<file path="src/rtl/iiitb_vm_multi_pkg.sv">
// Shared types and helpers for the multi-item vending controller.
package iiitb_vm_pkg;

    typedef enum logic [1:0] {
        IDLE    = 2'd0,
        COLLECT = 2'd1,
        VEND    = 2'd2,
        CHANGE  = 2'd3
    } vm_state_e;

    localparam logic [1:0] COIN_NONE = 2'b00;
    localparam logic [1:0] COIN1     = 2'b01;
    localparam logic [1:0] COIN2     = 2'b10;
    localparam logic [1:0] COIN3     = 2'b11;

    // Value of a coin code for a given set of denominations; COIN_NONE is worth 0.
    function automatic int coin_value(input logic [1:0] code, input int v1, input int v2,
                                      input int v3);
        case (code)
            COIN1:   return v1;
            COIN2:   return v2;
            COIN3:   return v3;
            default: return 0;
        endcase
    endfunction

endpackage

</file>
<file path="src/rtl/iiitb_vm_multi_if.sv">
// Coin-acceptor / selection / dispenser bus of the vending controller.
interface iiitb_vm_multi_if #(
    parameter int N_ITEMS  = 4,
    parameter int CREDIT_W = 8
);
    localparam int SEL_W = (N_ITEMS > 1) ? $clog2(N_ITEMS) : 1;

    logic [1:0]          coin;
    logic                sel_valid;
    logic [SEL_W-1:0]    sel;
    logic                cancel;
    logic                restock;
    logic                out;
    logic [SEL_W-1:0]    out_item;
    logic [1:0]          change;
    logic                coin_rej;
    logic                err;
    logic                busy;
    logic [CREDIT_W-1:0] credit;
    logic [N_ITEMS-1:0]  sold_out;

    modport master (
        output coin, sel_valid, sel, cancel, restock,
        input  out, out_item, change, coin_rej, err, busy, credit, sold_out
    );

    modport slave (
        input  coin, sel_valid, sel, cancel, restock,
        output out, out_item, change, coin_rej, err, busy, credit, sold_out
    );
endinterface

</file>
<file path="src/rtl/iiitb_vm_stock.sv">
// Per-item stock counters with decrement-on-vend, global restock and sold-out flags.
module iiitb_vm_stock #(
    parameter int N_ITEMS    = 4,
    parameter int SEL_W      = 2,
    parameter int STOCK_W    = 4,
    parameter int STOCK_INIT = 3
) (
    input  logic               clock,
    input  logic               reset,
    input  logic               dec_en,
    input  logic [SEL_W-1:0]   dec_idx,
    input  logic               restock,
    output logic [N_ITEMS-1:0] sold_out
);
    localparam logic [STOCK_W-1:0] INIT_V = STOCK_W'(STOCK_INIT);

    logic [STOCK_W-1:0] stock_q [N_ITEMS];
    logic [STOCK_W-1:0] stock_d [N_ITEMS];
    logic [N_ITEMS-1:0] sold_out_q;
    logic [N_ITEMS-1:0] sold_out_d;

    // Next stock: restock overrides a same-cycle decrement; empty counters never wrap.
    always_comb begin
        for (int i = 0; i < N_ITEMS; i++) begin
            stock_d[i] = stock_q[i];
            if (restock) begin
                stock_d[i] = INIT_V;
            end else if (dec_en && (dec_idx == SEL_W'(i)) && (stock_q[i] != '0)) begin
                stock_d[i] = stock_q[i] - STOCK_W'(1);
            end
            sold_out_d[i] = (stock_d[i] == '0);
        end
    end

    // Counters and registered sold-out flags, both reloaded on reset.
    always_ff @(posedge clock or negedge reset) begin
        if (!reset) begin
            for (int i = 0; i < N_ITEMS; i++) begin
                stock_q[i] <= INIT_V;
            end
            sold_out_q <= {N_ITEMS{INIT_V == '0}};
        end else begin
            for (int i = 0; i < N_ITEMS; i++) begin
                stock_q[i] <= stock_d[i];
            end
            sold_out_q <= sold_out_d;
        end
    end

    assign sold_out = sold_out_q;
endmodule

</file>
<file path="src/rtl/iiitb_vm_multi.sv">
// Multi-item vending controller: credit accumulation, vend, greedy change and refund.
module iiitb_vm_multi
    import iiitb_vm_pkg::*;
#(
    parameter int                          N_ITEMS     = 4,
    parameter int                          CREDIT_W    = 8,
    parameter logic [N_ITEMS*CREDIT_W-1:0] ITEM_PRICES = {8'd40, 8'd25, 8'd20, 8'd15},
    parameter int                          COIN1_VAL   = 5,
    parameter int                          COIN2_VAL   = 10,
    parameter int                          COIN3_VAL   = 25,
    parameter int                          CREDIT_MAX  = 95,
    parameter int                          STOCK_W     = 4,
    parameter int                          STOCK_INIT  = 3
) (
    input logic              clock,
    input logic              reset,
    iiitb_vm_multi_if.slave  bus
);
    localparam int SEL_W = (N_ITEMS > 1) ? $clog2(N_ITEMS) : 1;
    localparam logic [CREDIT_W-1:0] C1 = CREDIT_W'(COIN1_VAL);
    localparam logic [CREDIT_W-1:0] C2 = CREDIT_W'(COIN2_VAL);
    localparam logic [CREDIT_W-1:0] C3 = CREDIT_W'(COIN3_VAL);
    localparam logic [CREDIT_W:0]   CMAX = (CREDIT_W+1)'(CREDIT_MAX);

    vm_state_e           state_q, state_d;
    logic [CREDIT_W-1:0] credit_q, credit_d;
    logic                out_q, out_d;
    logic [SEL_W-1:0]    out_item_q, out_item_d;
    logic [1:0]          change_q, change_d;
    logic                coin_rej_q, coin_rej_d;
    logic                err_q, err_d;
    logic                busy_q, busy_d;

    logic [N_ITEMS-1:0]  sold_out;
    logic                dec_en;
    logic [1:0]          greedy_code;
    logic [CREDIT_W-1:0] greedy_val;
    logic [CREDIT_W-1:0] coin_val;
    logic [CREDIT_W:0]   coin_sum;
    logic [CREDIT_W-1:0] price;
    logic                sel_ok;

    iiitb_vm_stock #(
        .N_ITEMS   (N_ITEMS),
        .SEL_W     (SEL_W),
        .STOCK_W   (STOCK_W),
        .STOCK_INIT(STOCK_INIT)
    ) u_stock (
        .clock   (clock),
        .reset   (reset),
        .dec_en  (dec_en),
        .dec_idx (bus.sel),
        .restock (bus.restock),
        .sold_out(sold_out)
    );

    // Largest coin not exceeding the credit; a leftover smaller than every coin is dropped.
    always_comb begin
        greedy_code = COIN_NONE;
        greedy_val  = credit_q;
        if (credit_q >= C3) begin
            greedy_code = COIN3;
            greedy_val  = C3;
        end else if (credit_q >= C2) begin
            greedy_code = COIN2;
            greedy_val  = C2;
        end else if (credit_q >= C1) begin
            greedy_code = COIN1;
            greedy_val  = C1;
        end
    end

    // Price lookup and acceptance check for the requested item against registered credit.
    always_comb begin
        price  = '0;
        sel_ok = 1'b0;
        for (int i = 0; i < N_ITEMS; i++) begin
            if (bus.sel == SEL_W'(i)) begin
                price  = ITEM_PRICES[i*CREDIT_W +: CREDIT_W];
                sel_ok = !sold_out[i] && (credit_q >= ITEM_PRICES[i*CREDIT_W +: CREDIT_W]);
            end
        end
    end

    // Controller next state and next registered outputs.
    always_comb begin
        state_d    = state_q;
        credit_d   = credit_q;
        out_d      = 1'b0;
        out_item_d = '0;
        change_d   = COIN_NONE;
        coin_rej_d = 1'b0;
        err_d      = 1'b0;
        dec_en     = 1'b0;
        coin_val   = CREDIT_W'(coin_value(bus.coin, COIN1_VAL, COIN2_VAL, COIN3_VAL));
        coin_sum   = {1'b0, credit_q} + {1'b0, coin_val};

        case (state_q)
            IDLE, COLLECT: begin
                if (bus.cancel) begin
                    coin_rej_d = (bus.coin != COIN_NONE);
                    if (state_q == COLLECT) begin
                        change_d = greedy_code;
                        credit_d = credit_q - greedy_val;
                        state_d  = CHANGE;
                    end
                end else if (bus.sel_valid) begin
                    coin_rej_d = (bus.coin != COIN_NONE);
                    if (sel_ok) begin
                        credit_d   = credit_q - price;
                        dec_en     = 1'b1;
                        out_d      = 1'b1;
                        out_item_d = bus.sel;
                        state_d    = VEND;
                    end else begin
                        err_d = 1'b1;
                    end
                end else if (bus.coin != COIN_NONE) begin
                    if (coin_sum <= CMAX) begin
                        credit_d = coin_sum[CREDIT_W-1:0];
                        state_d  = COLLECT;
                    end else begin
                        coin_rej_d = 1'b1;
                    end
                end
            end
            VEND, CHANGE: begin
                coin_rej_d = (bus.coin != COIN_NONE);
                if (credit_q != '0) begin
                    change_d = greedy_code;
                    credit_d = credit_q - greedy_val;
                    state_d  = CHANGE;
                end else begin
                    state_d = IDLE;
                end
            end
            default: state_d = IDLE;
        endcase

        busy_d = (state_d == VEND) || (state_d == CHANGE);
    end

    // State, credit and output registers; credit is discarded on reset.
    always_ff @(posedge clock or negedge reset) begin
        if (!reset) begin
            state_q    <= IDLE;
            credit_q   <= '0;
            out_q      <= 1'b0;
            out_item_q <= '0;
            change_q   <= COIN_NONE;
            coin_rej_q <= 1'b0;
            err_q      <= 1'b0;
            busy_q     <= 1'b0;
        end else begin
            state_q    <= state_d;
            credit_q   <= credit_d;
            out_q      <= out_d;
            out_item_q <= out_item_d;
            change_q   <= change_d;
            coin_rej_q <= coin_rej_d;
            err_q      <= err_d;
            busy_q     <= busy_d;
        end
    end

    assign bus.out      = out_q;
    assign bus.out_item = out_item_q;
    assign bus.change   = change_q;
    assign bus.coin_rej = coin_rej_q;
    assign bus.err      = err_q;
    assign bus.busy     = busy_q;
    assign bus.credit   = credit_q;
    assign bus.sold_out = sold_out;
endmodule

</file>
<file path="src/flat_wrapper.sv">
// flat-port wrapper written by rule: the top's interface ports become plain ports
module iiitb_vm_multi_flat import iiitb_vm_pkg::*;
#(
    parameter int                          N_ITEMS     = 4,
    parameter int                          CREDIT_W    = 8,
    parameter logic [N_ITEMS*CREDIT_W-1:0] ITEM_PRICES = {8'd40, 8'd25, 8'd20, 8'd15},
    parameter int                          COIN1_VAL   = 5,
    parameter int                          COIN2_VAL   = 10,
    parameter int                          COIN3_VAL   = 25,
    parameter int                          CREDIT_MAX  = 95,
    parameter int                          STOCK_W     = 4,
    parameter int                          STOCK_INIT  = 3
)
  (clock, reset, bus_coin, bus_sel_valid, bus_sel, bus_cancel, bus_restock, bus_out, bus_out_item, bus_change, bus_coin_rej, bus_err, bus_busy, bus_credit, bus_sold_out);
  iiitb_vm_multi_if #(.N_ITEMS(N_ITEMS), .CREDIT_W(CREDIT_W)) bus_i ();
  input logic clock;
  input logic reset;
  input wire logic [$bits(bus_i.coin)-1:0] bus_coin;
  input wire logic [$bits(bus_i.sel_valid)-1:0] bus_sel_valid;
  input wire logic [$bits(bus_i.sel)-1:0] bus_sel;
  input wire logic [$bits(bus_i.cancel)-1:0] bus_cancel;
  input wire logic [$bits(bus_i.restock)-1:0] bus_restock;
  output wire logic [$bits(bus_i.out)-1:0] bus_out;
  output wire logic [$bits(bus_i.out_item)-1:0] bus_out_item;
  output wire logic [$bits(bus_i.change)-1:0] bus_change;
  output wire logic [$bits(bus_i.coin_rej)-1:0] bus_coin_rej;
  output wire logic [$bits(bus_i.err)-1:0] bus_err;
  output wire logic [$bits(bus_i.busy)-1:0] bus_busy;
  output wire logic [$bits(bus_i.credit)-1:0] bus_credit;
  output wire logic [$bits(bus_i.sold_out)-1:0] bus_sold_out;
  assign bus_i.coin = bus_coin;
  assign bus_i.sel_valid = bus_sel_valid;
  assign bus_i.sel = bus_sel;
  assign bus_i.cancel = bus_cancel;
  assign bus_i.restock = bus_restock;
  assign bus_out = bus_i.out;
  assign bus_out_item = bus_i.out_item;
  assign bus_change = bus_i.change;
  assign bus_coin_rej = bus_i.coin_rej;
  assign bus_err = bus_i.err;
  assign bus_busy = bus_i.busy;
  assign bus_credit = bus_i.credit;
  assign bus_sold_out = bus_i.sold_out;
  iiitb_vm_multi #(.N_ITEMS(N_ITEMS), .CREDIT_W(CREDIT_W), .ITEM_PRICES(ITEM_PRICES), .COIN1_VAL(COIN1_VAL), .COIN2_VAL(COIN2_VAL), .COIN3_VAL(COIN3_VAL), .CREDIT_MAX(CREDIT_MAX), .STOCK_W(STOCK_W), .STOCK_INIT(STOCK_INIT)) u_core (.clock(clock), .reset(reset), .bus(bus_i));
endmodule
</file>
<file path="config.mk">
export PLATFORM = sky130hd
export DESIGN_NAME = iiitb_vm_multi_flat
export DESIGN_NICKNAME = d
export VERILOG_FILES = /design/src/rtl/iiitb_vm_multi_pkg.sv /design/src/rtl/iiitb_vm_multi_if.sv /design/src/rtl/iiitb_vm_stock.sv /design/src/rtl/iiitb_vm_multi.sv /design/src/flat_wrapper.sv
export SDC_FILE = /design/constraint.sdc
export NUM_CORES = 1
export LEC_CHECK = 0
export ABC_AREA = 1
export CAP_MARGIN = 10
export CORE_UTILIZATION = 33
export CTS_BUF_LIST = sky130_fd_sc_hd__clkbuf_4 sky130_fd_sc_hd__clkbuf_8
export DETAILED_ROUTE_END_ITERATION = 10
export GPL_TIMING_DRIVEN = 0
export PLACE_DENSITY_LB_ADDON = 0.08
export SLEW_MARGIN = 20
export SYNTH_ARGS = -nofsm -noshare
export SYNTH_HDL_FRONTEND = slang
export SYNTH_SLANG_ARGS = --single-unit
export TNS_END_PERCENT = 50
</file>
<file path="constraint.sdc">
create_clock -name clock -period 5.3 [get_ports clock]
set_clock_uncertainty 0.1 [all_clocks]
set_input_delay 1.06 -clock clock [delete_from_list [all_inputs] [get_ports clock]]
set_output_delay 1.06 -clock clock [all_outputs]
set_load 0.1 [all_outputs]
</file>
==> flow_metrics.tcl <==
set metrics [dict create \
    grt_overflow 0 \
    fin_crit_ps 3700 \
    post_cts_resized 0 \
    avgRoutedWirePerCell_um 13.4 \
    crit_path_max_fanout 7 \
    synth_ff_type "dfrtp_1" \
    clock-root-buffer "clkbuf_8" \
    layout.cells.non_filler 657 \
    die_w_um 104 \
    p_leak_nw 2.25 \
    cts_sinks 38 \
    dp_slack_ps 1330 \
    drt_iter0_drc 124 \
    numPortBuffers 28 \
    clockBufferDepth 2 \
    cts_htree_levels 2 \
    synth.cell_area_um2 3430 \
    p_seq_frac 0.223 \
    comb_power_share 0.668 \
    ys_types 42 \
    finalSetupViolCount 0 \
    crit_arrival_ps 3800 \
    grt_use_total 0.174 \
    status "finished clean" \
    maxSlewViolCount 0 \
    synth_edf_count 0 \
    critical_path_required_ps 5400 \
    gp_congestion 0.850 \
    mostFrequentLayoutCells "nand2_1 (132), inv_1 (81), nor2_1 (35)" \
    worst_pin_slew_ps 972 \
    synth.avg_cell_area_um2 7.06 \
    cts_tree "built" \
    maxCapViolations 0 \
    viasPerCell 4.69 \
    slew_headroom 0.350 \
    first_pass_iters 4 \
    clock.fmax_mhz 270 \
    final_nets 561 \
    dpl.hpwl_mm 6.99 \
    powerDensity_nw_per_um2 489 \
    hold_viol 0 \
    crit_top_cell "o21ai_0" \
    rsz0062_at_grt "no" \
    ys_ff_latch 38 \
    yosysSeqAreaShare 0.280 \
    p_sw_mw 1.08 \
    grt_pass1_vias 3049 \
    die_area_um2 10800 \
    drtAntennaViolNets 0 \
    p_int_mw 0.875 \
    end_kind "flip-flop" \
    cts_hold_buf 0 \
    areaGrowthSynthToFinish_pct 16.6 \
    drc 0 \
    antenna_found_initial 0 \
    multiInputGateArea_um2 2090 \
    clk_latency_ps 300 \
    worst_path_largest_cell_delay_ps 530 \
    num_vias 3083 \
    layout_setup_ws_ps 1600 \
    grt_pass1_wl_mm 15.0 \
    power.clock.fraction 0.109 \
    die_h_um 104 \
    wirelength_mm 8.83 \
    yosys-top-cells-area "dfrtp_1 (22%), nand2_1 (14%), ha_1 (9.5%)" \
    synthArstFlopShare 1.00 \
    insertedDiodeCount 0 \
    min_period_over_period 0.698 \
    synth_top_cell_by_area "dfrtp_1" \
    final_common_cell "nand2_1" \
    crit_slowest_cell "clkdlybuf4s50_1" \
    cp_cell_sequence "clkdlybuf4s50_1 -> inv_1 -> ha_1 -> nor2_1 -> o21ai_0 -> ha_1 -> a21oi_1 -> nand2_1 -> o21ai_0 -> a21oi_1 -> o21ai_0 -> o21ai_0 -> nand3_1 -> nand2_1" \
    hp-class "reg -> reg" \
    dp_cells 649 \
    vdd_drop_max_mv 0.326 \
    cts_buffers 5 \
    drive_above_1_share 0.126 \
    clkTransAtPathRegs_ps 90 \
    seq_area_um2 961 \
    num_rows 36 \
    final_area_um2 4000 \
    critPathTopFamily "compound AO/OA/AOI/OAI gates" \
    dpl_cell_area_um2 3910 \
    fp.coreArea_um2 9910 \
    synth_warnings 0 \
    finalSetupTns_ps 0 \
    yosysTopAreaCellShare 0.219 \
    ios 29 \
    start_util 0.346 \
    crit_path_start_kind "input port" \
    p_sw_frac 0.553 \
    synthCells 486 \
    worstSetupPathType "in -> reg" \
    fill_cells 1071 \
    grt_max_degree 23 \
    worst-path-buf-inv 2 \
    cts_setup_buffers 0 \
]
-- worst reg2reg max path, stage by stage (launching register included) --
cell     delay, ps
dfrtp_1        570
inv_2          200
nand2_1        100
nor2_4         110
nand2_1         70
inv_1          170
o21ai_0        140
ha_1           390
a21oi_1        270
nand2_1        110
nand4_1         90
nand3_1        160
a21oi_1        150
o21ai_0         90
nand3_1         90
nand2_1         50
-- cell families (layout without fill, tap and decap cells) --
kind of cell	Yosys count	count (layout)	synth area share
AO/OA/AOI/OAI	47	47	0.0777
XOR/XNOR	13	13	0.0332
adder cells (fa/ha/maj)	29	29	0.112
buffers and inverters	94	131	0.113
flip-flops	38	38	0.280
other	1	2	0.00109
AND/OR/NAND/NOR	264	264	0.383
-- registers in the layout (all words and copies together) (netlist names) --
register and count:
u_core.u_stock.stock_q 16, u_core.bus.out 1, u_core.bus.out_item 2, u_core.bus.coin_rej 1, u_core.bus.err 1, u_core.bus.credit 8
u_core.bus.busy 1, u_core.u_stock.sold_out 4, u_core.state_q 2, u_core.bus.change 2
-- synth_stat cells (2+ instances only) --
library cell  instances
nand2_1             132
inv_1                81
nor2_1               35
nand3_1              32
dfrtp_1              30
ha_1                 26
nand4_1              19
a21oi_1              18
o21ai_0              18
nor2_2               12
xor2_1               11
dfstp_2               8
nor3_1                8
nand2_4               6
inv_2                 5
nand4_2               4
fa_1                  3
nor2_4                3
a31oi_1               2
buf_6                 2
inv_4                 2
nand2_2               2
nand3_2               2
nand3_4               2
nand3b_1              2
o21bai_1              2
o22ai_1               2
or2_2                 2
xnor2_1               2
-- layout make-up --
class                   instances  area share
plain buffers                   6      0.0131
inverters                      88      0.0838
multi-input cells             355       0.522
flip-flops and latches         38       0.240
clock inverters                 1     0.00125
repair buffers                 29      0.0757
well taps                     133      0.0416
clock buffers                   7      0.0225
-- per-layer routing --
layer  GRT usage  share of wire
met1       0.245           0.51
met2       0.284           0.45
met4      0.0327         0.0027
met5           0              0
met3      0.0257          0.039
-- through the flow --
step	total power [mW]	util	hold WS, ps
floorplan	1.43	-	468
global placement	1.74	0.392	509
detailed placement	1.74	0.394	513
CTS	1.98	0.404	525
global route	2.14	0.404	571
finish	1.96	0.404	523
-- power groups by stage --
| stage | Combinational, mW | Clock (mW) | Sequential [mW] |
|---|---|---|---|
| detailed placement | 1.30 | 0 | 0.444 |
| CTS | 1.31 | 0.231 | 0.439 |
| floorplan | 0.753 | 0 | 0.676 |
| global route | 1.45 | 0.235 | 0.446 |
| global placement | 1.30 | 0 | 0.444 |
| finish | 1.31 | 0.212 | 0.437 |
-- path summary, 6_finish.rpt --
path	slack, ps	endpoint	depth (start not counted)	startpoint
max in group asynchronous	3940	u_core.u_stock.stock_q[8]	2	reset
setup reg to reg	2320	u_core.bus.credit[7]	15	u_core.bus.credit[5]
hold / removal	520	u_core.u_stock.stock_q[12]	4	u_core.u_stock.stock_q[12]
min in group asynchronous	600	u_core.bus.credit[6]	1	reset
hold reg to reg	520	u_core.u_stock.stock_q[12]	4	u_core.u_stock.stock_q[12]
setup / recovery	1600	u_core.bus.credit[3]	14	bus_sel[0]
Note: power is estimated with default switching activity, not from simulation.
